<file path="src/rtl/ball_pkg.sv">
// Shared definitions for the ball motion block: FSM states and default
// playfield geometry / speed constants.
package ball_pkg;

  typedef enum logic [1:0] {
    ST_IDLE   = 2'd0,
    ST_MOVING = 2'd1,
    ST_SCORED = 2'd2
  } ball_state_t;

  localparam int DEF_X_W         = 10;
  localparam int DEF_Y_W         = 10;
  localparam int DEF_SPD_W       = 4;
  localparam int DEF_SCREEN_W    = 640;
  localparam int DEF_SCREEN_H    = 480;
  localparam int DEF_BALL_SZ     = 8;
  localparam int DEF_INIT_SPD    = 2;
  localparam int DEF_MAX_SPD     = 8;
  localparam int DEF_HOLD_FRAMES = 60;

  // Top-left coordinate that centres a ball of side 'size' in 'extent'.
  function automatic int ball_centre(input int extent, input int size);
    return (extent - size) / 2;
  endfunction

endpackage

</file>
<file path="src/rtl/ball_axis.sv">
// One motion axis: steps a coordinate by a speed, flags limit crossings and
// clamps the result to [0, LIMIT].
module ball_axis #(
  parameter int POS_W  = 10,
  parameter int SPD_W  = 4,
  parameter int LIMIT  = 632,
  // STRICT=1 flags only a step beyond a limit; STRICT=0 also flags landing on it
  parameter bit STRICT = 1'b1
) (
  input  logic [POS_W-1:0] pos,
  input  logic [SPD_W-1:0] spd,
  input  logic             dir_pos,
  output logic [POS_W-1:0] pos_next,
  output logic             lim_low,
  output logic             lim_high
);

  localparam logic [POS_W:0] LIM = (POS_W+1)'(LIMIT);

  logic [POS_W:0] step;
  logic           under;
  logic           over;
  logic           touch_low;
  logic           touch_high;

  always_comb begin
    step = '0;
    if (dir_pos) begin
      step = {1'b0, pos} + (POS_W+1)'(spd);
    end else begin
      step = {1'b0, pos} - (POS_W+1)'(spd);
    end
  end

  // The extra top bit of a decreasing step is the borrow, i.e. result < 0.
  assign under      = !dir_pos && step[POS_W];
  assign over       = dir_pos && (step > LIM);
  assign touch_low  = under || (step == '0);
  assign touch_high = over || (step == LIM);

  assign lim_low  = STRICT ? under : touch_low;
  assign lim_high = STRICT ? over : touch_high;

  always_comb begin
    pos_next = step[POS_W-1:0];
    if (under) begin
      pos_next = '0;
    end else if (over) begin
      pos_next = LIM[POS_W-1:0];
    end
  end

endmodule

</file>
<file path="src/rtl/ball_motion.sv">
// Pong ball controller: serve, per-frame motion with wall and paddle
// reflection, scoring and a post-point hold before re-centring.
module ball_motion
  import ball_pkg::*;
#(
  parameter int X_W         = DEF_X_W,
  parameter int Y_W         = DEF_Y_W,
  parameter int SPD_W       = DEF_SPD_W,
  parameter int SCREEN_W    = DEF_SCREEN_W,
  parameter int SCREEN_H    = DEF_SCREEN_H,
  parameter int BALL_SZ     = DEF_BALL_SZ,
  parameter int INIT_SPD    = DEF_INIT_SPD,
  parameter int MAX_SPD     = DEF_MAX_SPD,
  parameter int HOLD_FRAMES = DEF_HOLD_FRAMES
) (
  input  logic           clk,
  input  logic           reset,
  input  logic           frame_tick,
  input  logic           serve,
  input  logic           paddle_hit_l,
  input  logic           paddle_hit_r,
  output logic [X_W-1:0] ball_x,
  output logic [Y_W-1:0] ball_y,
  output logic           point_l,
  output logic           point_r,
  output logic           in_play
);

  localparam logic [X_W-1:0]   XC         = X_W'(ball_centre(SCREEN_W, BALL_SZ));
  localparam logic [Y_W-1:0]   YC         = Y_W'(ball_centre(SCREEN_H, BALL_SZ));
  localparam logic [SPD_W-1:0] INIT_S     = SPD_W'(INIT_SPD);
  localparam logic [SPD_W-1:0] MAX_S      = SPD_W'(MAX_SPD);
  localparam int               HOLD_W     = $clog2(HOLD_FRAMES + 1);
  localparam logic [HOLD_W-1:0] HOLD_LAST = HOLD_W'(HOLD_FRAMES - 1);

  ball_state_t       state_reg;
  logic [X_W-1:0]    ball_x_reg;
  logic [Y_W-1:0]    ball_y_reg;
  logic [SPD_W-1:0]  x_spd_reg;
  logic              x_dir_reg;      // 1: moving right (+x)
  logic              y_dir_reg;      // 1: moving down (+y)
  logic              serve_dir_reg;  // direction of the next serve
  logic [HOLD_W-1:0] hold_cnt_reg;
  logic              point_l_reg;
  logic              point_r_reg;
  logic              in_play_reg;

  logic              x_hit_valid;
  logic              x_dir_next;
  logic [SPD_W-1:0]  x_spd_next;
  logic [X_W-1:0]    x_pos_next;
  logic              x_lim_low;
  logic              x_lim_high;
  logic [Y_W-1:0]    y_pos_next;
  logic              y_lim_low;
  logic              y_lim_high;
  logic              y_dir_next;

  // Only the paddle on the side the ball is heading towards can return it.
  assign x_hit_valid = x_dir_reg ? paddle_hit_r : paddle_hit_l;
  assign x_dir_next  = x_hit_valid ? ~x_dir_reg : x_dir_reg;

  always_comb begin
    x_spd_next = x_spd_reg;
    if (x_hit_valid) begin
      x_spd_next = (x_spd_reg >= MAX_S) ? MAX_S : x_spd_reg + SPD_W'(1);
    end
  end

  ball_axis #(
    .POS_W  (X_W),
    .SPD_W  (SPD_W),
    .LIMIT  (SCREEN_W - BALL_SZ),
    .STRICT (1'b1)
  ) u_x_axis (
    .pos      (ball_x_reg),
    .spd      (x_spd_next),
    .dir_pos  (x_dir_next),
    .pos_next (x_pos_next),
    .lim_low  (x_lim_low),
    .lim_high (x_lim_high)
  );

  // The y axis bounces on reaching a wall, so it also flags landing exactly on one.
  ball_axis #(
    .POS_W  (Y_W),
    .SPD_W  (SPD_W),
    .LIMIT  (SCREEN_H - BALL_SZ),
    .STRICT (1'b0)
  ) u_y_axis (
    .pos      (ball_y_reg),
    .spd      (INIT_S),
    .dir_pos  (y_dir_reg),
    .pos_next (y_pos_next),
    .lim_low  (y_lim_low),
    .lim_high (y_lim_high)
  );

  always_comb begin
    y_dir_next = y_dir_reg;
    if (y_lim_low) begin
      y_dir_next = 1'b1;
    end else if (y_lim_high) begin
      y_dir_next = 1'b0;
    end
  end

  always_ff @(posedge clk or posedge reset) begin
    if (reset) begin
      state_reg     <= ST_IDLE;
      ball_x_reg    <= XC;
      ball_y_reg    <= YC;
      x_spd_reg     <= INIT_S;
      x_dir_reg     <= 1'b1;
      y_dir_reg     <= 1'b1;
      serve_dir_reg <= 1'b1;
      hold_cnt_reg  <= '0;
      point_l_reg   <= 1'b0;
      point_r_reg   <= 1'b0;
      in_play_reg   <= 1'b0;
    end else begin
      point_l_reg <= 1'b0;
      point_r_reg <= 1'b0;
      case (state_reg)
        ST_IDLE: begin
          ball_x_reg <= XC;
          ball_y_reg <= YC;
          if (serve) begin
            state_reg   <= ST_MOVING;
            in_play_reg <= 1'b1;
            x_spd_reg   <= INIT_S;
            x_dir_reg   <= serve_dir_reg;
            y_dir_reg   <= 1'b1;
          end
        end
        ST_MOVING: begin
          if (frame_tick) begin
            ball_x_reg <= x_pos_next;
            ball_y_reg <= y_pos_next;
            y_dir_reg  <= y_dir_next;
            x_spd_reg  <= x_spd_next;
            x_dir_reg  <= x_dir_next;
            // Ball left the field past a paddle: the opposite player scores.
            if (x_lim_low) begin
              point_r_reg   <= 1'b1;
              serve_dir_reg <= 1'b1;
              state_reg     <= ST_SCORED;
              in_play_reg   <= 1'b0;
              hold_cnt_reg  <= '0;
            end else if (x_lim_high) begin
              point_l_reg   <= 1'b1;
              serve_dir_reg <= 1'b0;
              state_reg     <= ST_SCORED;
              in_play_reg   <= 1'b0;
              hold_cnt_reg  <= '0;
            end
          end
        end
        ST_SCORED: begin
          if (frame_tick) begin
            if (hold_cnt_reg == HOLD_LAST) begin
              state_reg    <= ST_IDLE;
              hold_cnt_reg <= '0;
              ball_x_reg   <= XC;
              ball_y_reg   <= YC;
            end else begin
              hold_cnt_reg <= hold_cnt_reg + HOLD_W'(1);
            end
          end
        end
        default: begin
          state_reg   <= ST_IDLE;
          in_play_reg <= 1'b0;
        end
      endcase
    end
  end

  assign ball_x  = ball_x_reg;
  assign ball_y  = ball_y_reg;
  assign point_l = point_l_reg;
  assign point_r = point_r_reg;
  assign in_play = in_play_reg;

endmodule

</file>
<file path="config.mk">
export PLATFORM = sky130hd
export DESIGN_NAME = ball_motion
export DESIGN_NICKNAME = d
export VERILOG_FILES = /design/src/rtl/ball_pkg.sv /design/src/rtl/ball_axis.sv /design/src/rtl/ball_motion.sv
export SDC_FILE = /design/constraint.sdc
export NUM_CORES = 1
export LEC_CHECK = 0
export ABC_AREA = 1
export BUFFER_PORTS_ARGS = -buffer_cell sky130_fd_sc_hd__buf_2
export CAP_MARGIN = 15
export CORE_ASPECT_RATIO = 1.4
export CORE_MARGIN = 2
export CORE_UTILIZATION = 40
export DETAILED_ROUTE_END_ITERATION = 12
export PLACE_DENSITY = 0.65
export SETUP_SLACK_MARGIN = 0.2
export SYNTH_ARGS = -nofsm -noshare
export SYNTH_HDL_FRONTEND = slang
export SYNTH_SLANG_ARGS = --single-unit
</file>
<file path="constraint.sdc">
create_clock -name clk -period 4.75 [get_ports clk]
set_input_delay 0.95 -clock clk [delete_from_list [all_inputs] [get_ports clk]]
set_output_delay 0.95 -clock clk [all_outputs]
set_load 0.05 [all_outputs]
</file>
==> out/qor.yml, run 1 <==
clock_network:
  h-tree-depth: 2
  cts_setup_buffers: 0
  clockBufferDepth: 2
  path_clk_slew_ps: 80
  clock-root-buffer: "clkbuf_8"
  cts_tree: "built"
  cts.sinks: 37
  cts_resized: 0
  cts_hold_buf: 0
  clock_latency_ps: 300
  cts_buffers: 5
yosys:
  yosysMostFrequentCell: "nand2_1"
  syn_nets: 478
  synth_area_leader_cell: "dfrtp_1"
  yosys-top-cells-area: "dfrtp_1, nand2_1, dfstp_2, ha_1, inv_1"
  syn_area_sq_um: 3160
  synth_flop_cell: "dfrtp_1"
  ys_top_cells_by_count: "nand2_1, inv_1, nand3_1"
  synth-async-reset-ratio_pct: 100
  yosysUniqueCellTypes: 38
  seq_area_frac_synth_pct: 29.9
  ys.warnings.count: 0
  synth_edf_count: 0
  syn_inst: 442
  avgSynthCellArea_sq_um: 7.14
  ys_ff_latch: 37
  yosysTopAreaCellShare_pct: 18.2
detailed_routing:
  drtPass1Iterations: 4
  antenna_left: 0
  route.detailed.drc: 0
  topRoutingLayerUsed: "met4"
  num_vias: 2910
  wl_met2_um: 3990
  dr_wl_met3_um: 182
  wirelength_met1_um: 3090
  routed_via_density: 5.07
  totalWireLength_um: 7390
  drt_iter0_markers: 97
  wire_per_inst_um: 12.9
worst_setup_path:
  arrival_ps: 4030
  crit_path_end_kind: "register"
  cp.required_ps: 4990
  critPathLaunchType: "input pin"
  rrSetupSlack_ps: 1040
  critPathMaxFanout: 12
  worst-setup-path-type: "in -> reg"
global_routing:
  grt_pass1_vias: 2908
  grt_max_degree: 38
  grt_usage_pct: 18.3
  grt_pass1_wl_um: 12700
  antenna_found_initial: 0
  overflow: 0
timing:
  setup_violations: 0
  fmaxAchievable_ghz: 0.263
  tightest_slew_ps: 853
  rsz0062_at_grt: "no"
  finalHoldViolations: 0
  clock_skew_ps: 11.2
  slew-limit-headroom_pct: 43.1
  tns_ps: 0
  fin_crit_sh_pct: 79.9
  slew_violations: 0
  period_minus_slack_ps: 3800
final_layout:
  largest_register_ffs: 10
  drive_above_1_share_pct: 20.0
  multi_input_area_sq_um: 1910
  seqCellArea_sq_um: 943
  num-nets-final: 509
  fill_cells: 806
  antenna_cells: 0
  area_growth_pct: 11.3
placement:
  port_buffers: 27
  place_congestion: 0.962
  dp_hpwl_um: 5850
floorplanning:
  initial_core_util_pct: 41.0
  rows: 38
  die_y_um: 109
  dieWidth_um: 79.1
  io_pins: 29
  core_area_sq_um: 7700
  die-area_sq_um: 8630
job:
  max_cap_violations: 0
min_path:
  holdCritPathClass: "reg -> reg"
outcome:
  outcome: "finished, final reports clean"
## path summary, 6_finish.rpt
check	start	to	cells after the start
setup / recovery	paddle_hit_r	hold_cnt_reg[5]$_DFFE_PP0P_	24
hold / removal	in_play$_DFFE_PP0P_	in_play$_DFFE_PP0P_	2
hold reg to reg	in_play$_DFFE_PP0P_	in_play$_DFFE_PP0P_	2
max in group asynchronous	reset	ball_y[7]$_DFFE_PP1P_	3
setup reg to reg	x_spd_reg[1]$_DFFE_PP1P_	hold_cnt_reg[5]$_DFFE_PP0P_	24
min in group asynchronous	reset	point_l$_DFF_PP0_	3
## critical path, cell delays in order
cell and delay, ps:
buf_2 90, inv_2 40, o21ai_4 260, o21ai_2 100, o21ai_2 110, nand2_2 110
nor2_4 100, ha_1 230, nand2_1 60, o21ai_0 110, ha_1 350, a21oi_1 210
nand2_1 120, nand2_1 100, nand2_1 60, nand2_1 70, nand3_1 70, nand2_1 130
nand2_1 120, nand2_2 170, nand3_4 120, nand2_4 210, nand2_1 90, o21ai_2 50
## cell usage in the layout, fill, tap and decap left out, types with 10 or more instances in the layout
cell type,netlist,final
ha_1,28,28
nand4_1,13,13
o21ai_2,10,10
nor2_1,30,30
dfrtp_1,23,23
nand2_1,117,117
a21oi_1,17,17
buf_2,2,27
dfstp_2,14,14
nand2_2,11,11
inv_1,64,64
o21ai_0,11,11
nand3_1,35,35
## per-stage QoR
step,hold WS (ps),utilization (%),cells,area [sq um],setup slack [ps]
2_1_floorplan,459,-,442,3160,1120
3_3_place_gp,467,44.1,566,3400,746
3_5_place_dp,470,44.1,566,3400,655
4_1_cts,493,45.6,574,3510,978
5_1_grt,511,45.6,574,3510,662
6_report,481,45.6,574,3510,953
## metal layers
layer / global-route usage, % / vias to the layer above
met2: 35.7 / 42
met1: 19.7 / 1370
met3: 2.57 / 12
met4: 6.90 / 0
li1: - / 1486
met5: 0 / -
## cells by family after synthesis
kind of cell    count (synthesis)  share of synthesized area, %
flops                          37                          29.9
compound gates                 63                          12.9
simple gates                  225                          32.8
buf+inv                        78                          9.71
fa+ha+maj                      30                          12.4
other cells                     1                         0.119
xor+xnor                        8                          2.22
## final cells by class
class / count / share of cell area (%)
clock buffers: 5 / 1.96
repair buffers: 29 / 4.27
clock inverters: 3 / 1.32
inverters: 73 / 7.80
flip-flops and latches: 37 / 26.9
multi-input cells: 327 / 54.2
well taps: 100 / 3.56
Power of run 1 is left out: the tool's default activity adds up to more than one toggle a clock period on the data nets, which glitch-free logic cannot reach.
==> inputs of run 2 (changes only) <==
PLACE_DENSITY = 0.68   (was 0.65)
clock period = 3.4 ns   (was 4.75 ns; I/O delays follow)
==> out/qor.yml, run 2 (synthesized netlist as in run 1, its figures left out) <==
worst_setup_path:
  r2r-end: "hold_cnt_reg[5]$_DFFE_PP0P_"
  rrSetupSlack_ps: 70  # -970 ps
  critPathMaxFanout: 6  # -6
  crit_path_end_kind: "register"
  cp.required_ps: 3580  # -1410 ps
  cp_cell_sequence: "buf_6 > ha_4 > xor2_2 > nand3_1 > o21ai_2 > nor2_4 > ha_4 > nand2_4 > o21ai_4 > ha_4 > a21oi_2 > nand2_2 > nand2_1 > nand2_1 > nand2_1 > nand3_1 > nand2_2 > o21bai_4 > nand2_4 > nand3_4 > nand2_8 > nand2_2 > o21ai_2"
  critPathLaunchType: "register"
  r2r_cells: 23  # -4.2%
  worst-setup-path-type: "reg -> reg"
  slowest_delay_ps: 560  # +210 ps
  critPathSlowestCell: "dfstp_2"
  r2r_start: "x_spd_reg[1]$_DFFE_PP1P_"
  arrival_ps: 3520  # -510 ps
final_layout:
  drive_above_1_share_pct: 36.8  # +17 points
  final_cell_mix: "nand2_1, inv_1, buf_4"
  largest_register_ffs: 10  # unchanged
  fill_cells: 743  # -7.8%
  fin_util_pct: 54.2  # +8.5 points
  num-nets-final: 548  # +7.7%
  final_common_cell: "nand2_1"
  area_growth_pct: 32.2
  antenna_cells: 0  # unchanged
  multi_input_area_sq_um: 2280  # +20%
  seqCellArea_sq_um: 943  # unchanged
placement:
  dp_hpwl_um: 5890  # +0.74%
  place_congestion: 0.913  # -5.0%
  port_buffers: 27  # unchanged
  dpl_worst_slack_ps: -293  # -948 ps
floorplanning:
  dieWidth_um: 79.1  # unchanged
  core_area_sq_um: 7700  # unchanged
  die-area_sq_um: 8630  # unchanged
  io_pins: 29  # unchanged
  die_y_um: 109  # unchanged
  rows: 38  # unchanged
  initial_core_util_pct: 41.0  # unchanged
clock_network:
  clock_latency_ps: 300  # about the same
  cts_buffers: 5  # unchanged
  h-tree-depth: 2  # unchanged
  path_clk_slew_ps: 80  # about the same
  clockBufferDepth: 2  # unchanged
  cts_tree: "built"
  clock-root-buffer: "clkbuf_8"
  cts.sinks: 37  # unchanged
timing:
  hold_ws_ps: 481  # -0.144 ps
  rsz0062_at_grt: "yes"
  setup_violations: 0  # unchanged
  finalHoldViolations: 0  # unchanged
  fin_crit_sh_pct: 98.0
  slew_violations: 0  # unchanged
  slew-limit-headroom_pct: 44.5  # +1.4 points
  fmaxAchievable_ghz: 0.300
  tightest_slew_ps: 832  # -21.2 ps
  timing.final.ws_setup_ps: 68.9  # -884 ps
  period_minus_slack_ps: 3330
  clock_skew_ps: 10.0  # -1.16 ps
detailed_routing:
  wl_met2_um: 4170  # +4.3%
  totalWireLength_um: 7890  # +6.8%
  wire_per_inst_um: 12.9  # about the same
  dr_wl_met3_um: 228  # +25%
  topRoutingLayerUsed: "met4"
  routed_via_density: 4.93  # -2.8%
  drt_iter0_markers: 145  # +49%
  drtPass1Iterations: 5  # +1
  num_vias: 3021  # +3.8%
  route.detailed.drc: 0  # unchanged
  wirelength_met1_um: 3380  # +9.5%
  antenna_left: 0  # unchanged
global_routing:
  overflow: 0  # unchanged
  grt_pass1_vias: 2845  # -2.2%
  grt_max_degree: 38  # unchanged
  grt_pass1_wl_um: 12900  # +1.8%
  grt_usage_pct: 18.6  # +0.29 points
  antenna_found_initial: 0  # unchanged
outcome:
  outcome: "finished, final reports clean"
job:
  max_cap_violations: 0  # unchanged
min_path:
  holdCritPathClass: "in -> async"
run 2: cell types whose count changed in the layout (fill, tap and decap cells not counted), sizes merged:
cell    change
bufinv      -1
nand2       +1
buf        +38
inv         +1
run 2: how the worst max path moves through the flow:
stage / startpoint / to / slack [ps] / depth (start not counted)
finish: x_spd_reg[1]$_DFFE_PP1P_ / hold_cnt_reg[5]$_DFFE_PP0P_ / 70 / 23
global placement: paddle_hit_r / hold_cnt_reg[5]$_DFFE_PP0P_ / -230 / 24
detailed placement: paddle_hit_r / hold_cnt_reg[5]$_DFFE_PP0P_ / -290 / 24
global route: x_spd_reg[1]$_DFFE_PP1P_ / hold_cnt_reg[5]$_DFFE_PP0P_ / -130 / 23
CTS: x_spd_reg[1]$_DFFE_PP1P_ / hold_cnt_reg[3]$_DFFE_PP0P_ / 80 / 25
floorplan: paddle_hit_r / hold_cnt_reg[2]$_DFFE_PP0P_ / 120 / 24
run 2: worst max-delay path, delay by kind of cell, from the launching register on:
kind | cells | cell delay, ps
buffers and inverters | 1 | 120
AO/OA/AOI/OAI | 5 | 550
adder cells (fa/ha/maj) | 3 | 640
XOR/XNOR | 1 | 140
flip-flops | 1 | 560
AND/OR/NAND/NOR | 13 | 1210
run 2: layer usage:
layer	GRT usage [%]	vias up
li1	-	1565
met1	23.0	1397
met2	33.1	46
met3	3.15	13
met4	5.54	0
met5	0	-
run 2: final cells by class:
type                    instances  share of cell area [%]
clock inverters                 3                   0.510
well taps                     100                    3.00
inverters                      73                    6.93
multi-input cells             328                    54.6
repair buffers                 67                    10.7
flip-flops and latches         37                    22.6
clock buffers                   5                    1.65
run 2: timing repair:
action | in CTS | in global routing
endpoints found under the setup margin | 21 | 31
pin swaps | 19 | 26
gates cloned | 1 | 0
resized for setup | 27 | 40
buffers inserted | 4 | 4
hold buffers | 0 | 0
run 2: stage by stage:
stage / instance area [sq um] / std cells / TNS (ps)
final: 4170 / 613 / 0
after CTS: 3940 / 609 / 0
after floorplan: 3190 / 442 / 0
after global routing: 4170 / 613 / -1510
after detailed placement: 3660 / 596 / -4150
after global placement: 3660 / 596 / -3350
Power of run 2 is left out for the same reason.
==> inputs of run 3 (changes only) <==
ABC_AREA = not set   (was 1)
ABC_CLOCK_PERIOD_IN_PS = 3900   (was not set)
PLACE_DENSITY = 0.65   (was 0.68)
clock period = 3.9 ns   (was 3.4 ns; I/O delays follow)
==> out/qor.yml, run 3 <==
outcome:
  outcome: "complete, but fails checks"
  failed_checks: "setup timing"
detailed_routing:
  num_vias: 3203  # +6.0%
  wire_per_inst_um: 17.2  # +33%
  antenna_left: 0  # unchanged
  drt_iter0_markers: 161  # +11%
  drtPass1Iterations: 6  # +1
  route.detailed.drc: 0  # unchanged
  totalWireLength_um: 9600  # +22%
  routed_via_density: 5.73  # +16%
worst_setup_path:
  worst-setup-path-type: "reg -> reg"
  crit_path_end_kind: "register"
  arrival_ps: 4190  # +670 ps
  critPathMaxFanout: 6  # unchanged
  critPathSlowestCell: "dfstp_2"
  critPathLaunchType: "register"
  cp.required_ps: 4090  # +510 ps
  r2r_start: "x_dir_reg$_DFFE_PP1P_"
  cp_cell_sequence: "mux2i_4 > nand3_2 > buf_4 > a21oi_4 > a21oi_4 > ha_4 > buf_6 > nand4_1 > a21oi_4 > nor4_4 > or2_4 > buf_6 > nor2_4 > o31ai_4 > buf_6 > a2111oi_4 > mux2_4"
  startpoint: "x_dir_reg$_DFFE_PP1P_"
  slowest_delay_ps: 600  # +40 ps
final_layout:
  largest_register_ffs: 10  # unchanged
  antenna_cells: 0  # unchanged
  num-nets-final: 494  # -9.9%
  final_common_cell: "buf_4"
  fin_util_pct: 57.0  # +2.8 points
  final_cell_mix: "buf_4, nand2_1, buf_2"
  area_growth_pct: 37.1
  fill_cells: 683  # -8.1%
  drive_above_1_share_pct: 41.4  # +4.6 points
yosys:
  ys_top_cells_by_count: "nand2_1, nor2_1, ha_1"
  synth_edf_count: 0  # unchanged
  yosys-top-cells-area: "dfrtp_1, dfstp_2, ha_1, a21oi_1, o21ai_0"
  syn_inst: 371  # -16%
  ys_ff_latch: 37  # unchanged
  yosysMostFrequentCell: "nand2_1"
  syn_nets: 407  # -15%
  synth_area_leader_cell: "dfrtp_1"
  ys.warnings.count: 0  # unchanged
  avgSynthCellArea_sq_um: 8.73  # +22%
  synth_flop_cell: "dfrtp_1"
  yosysTopAreaCellShare_pct: 17.8  # -0.48 points
  synth-async-reset-ratio_pct: 100  # unchanged
  syn_area_sq_um: 3240  # +2.7%
  seq_area_frac_synth_pct: 29.1  # -0.78 points
  yosysUniqueCellTypes: 76  # +100%
min_path:
  hold_start: "ball_x[2]$_DFFE_PP1P_"
  holdCritPathClass: "reg -> reg"
placement:
  dp_hpwl_um: 6780  # +15%
  port_buffers: 27  # unchanged
  dpl_worst_slack_ps: -441  # -148 ps
  place_congestion: 1.01  # +11%
timing:
  hold_ws_ps: 515  # +33.8 ps
  setup_violations: 6  # +6
  clock_skew_ps: 11.8  # +1.79 ps
  timing.final.ws_setup_ps: -102  # -171 ps
  finalHoldViolations: 0  # unchanged
  slew-limit-headroom_pct: 39.9  # -4.7 points
  period_minus_slack_ps: 4000  # +671 ps
  tightest_slew_ps: 892  # +60.5 ps
  fin_crit_sh_pct: 103  # +4.6 points
  fmaxAchievable_ghz: 0.250  # -17%
  slew_violations: 0  # unchanged
  rsz0062_at_grt: "yes"
clock_network:
  h-tree-depth: 2  # unchanged
  cts.sinks: 37  # unchanged
  cts_buffers: 5  # unchanged
  clock-root-buffer: "clkbuf_8"
  clock_latency_ps: 310  # about the same
  path_clk_slew_ps: 70  # about the same
  cts_tree: "built"
  clockBufferDepth: 2  # unchanged
floorplanning:
  io_pins: 29  # unchanged
  initial_core_util_pct: 41.6  # +0.59 points
  die_y_um: 111  # +1.3%
  core_area_sq_um: 7800  # +1.2%
  dieWidth_um: 80.1  # +1.3%
  die-area_sq_um: 8850  # +2.6%
  rows: 38  # unchanged
global_routing:
  grt_usage_pct: 21.7  # +3.1 points
  grt_pass1_wl_um: 15300  # +19%
  grt_max_degree: 38  # unchanged
  grt_pass1_vias: 3200  # +12%
  antenna_found_initial: 0  # unchanged
  overflow: 0  # unchanged
job:
  max_cap_violations: 0  # unchanged
run 3: changes by cell type in the layout (fill, tap and decap cells not counted), moves of 7 or more:
| cell | previous run | this run |
|---|---|---|
| mux2_4 | 0 | 7 |
| buf_4 | 37 | 57 |
| o21ai_2 | 12 | 5 |
| a31oi_1 | 0 | 7 |
| nand2_2 | 23 | 2 |
| inv_1 | 62 | 21 |
| nand4_1 | 13 | 3 |
| inv_2 | 8 | 0 |
| nand2_1 | 100 | 28 |
| nand3_1 | 27 | 11 |
run 3: metal layers:
metal / routed length (um) / vias to the layer above / track usage [%]
li1: - / 1542 / -
met1: 3820 / 1559 / 24.8
met2: 5110 / 72 / 39.3
met3: 311 / 30 / 3.02
met4: 361 / 0 / 8.93
met5: 0 / - / 0
run 3: metrics by stage:
| step | instance area [sq um] | TNS, ps | std cells |
|---|---|---|---|
| floorplan | 3280 | -272 | 371 |
| global placement | 3820 | -2890 | 531 |
| detailed placement | 3820 | -3660 | 531 |
| CTS | 4290 | -94.7 | 553 |
| global route | 4440 | -1710 | 559 |
| finish | 4440 | -322 | 559 |
run 3: layout make-up:
type	instances	area [sq um]	share of cell area, %
timing repair buffer	94	684	15.4
tap	100	125	2.82
sequential	37	943	21.2
clock buffer	8	90.1	2.03
multi-input combinational	298	2520	56.7
inverter	22	82.6	1.86
run 3: logic make-up after synthesis:
kind of cell	count (synthesis)	synth area share, %
AOI/OAI and AO/OA	129	28.5
adders and majority gates	30	12.0
xor gates and xnor gates	12	3.24
DFF	37	29.1
muxes	11	3.90
and+or+nand+nor	115	18.3
other	1	0.116
buffers and inverters	36	4.79
run 3: worst paths after layout:
kind,end,slack [ps],depth (start not counted)
max,hold_cnt_reg[5]$_DFFE_PP0P_,-100,17
min,ball_x[2]$_DFFE_PP1P_,520,2
max reg2reg,hold_cnt_reg[5]$_DFFE_PP0P_,-100,17
min reg2reg,ball_x[2]$_DFFE_PP1P_,520,2
max in group asynchronous,x_spd_reg[1]$_DFFE_PP1P_,2950,3
min in group asynchronous,ball_x[6]$_DFFE_PP0P_,590,3
run 3: worst max-delay path, delay by kind of cell (launching register included):
| kind | cells | cell delay [ps] |
|---|---|---|
| buf+inv | 4 | 550 |
| fa+ha+maj | 1 | 330 |
| compound gates | 5 | 970 |
| mux | 2 | 660 |
| simple gates | 5 | 750 |
| flops | 1 | 600 |
run 3: timing repair:
| action | in CTS | in global routing |
|---|---|---|
| buffers inserted | 14 | 6 |
| hold endpoints to repair | 0 | 0 |
| endpoints found under the setup margin | 19 | 29 |
| resized for setup | 50 | 29 |
| pin swaps | 14 | 24 |
| hold buffers | 0 | 0 |
Power of run 3 is left out for the same reason.
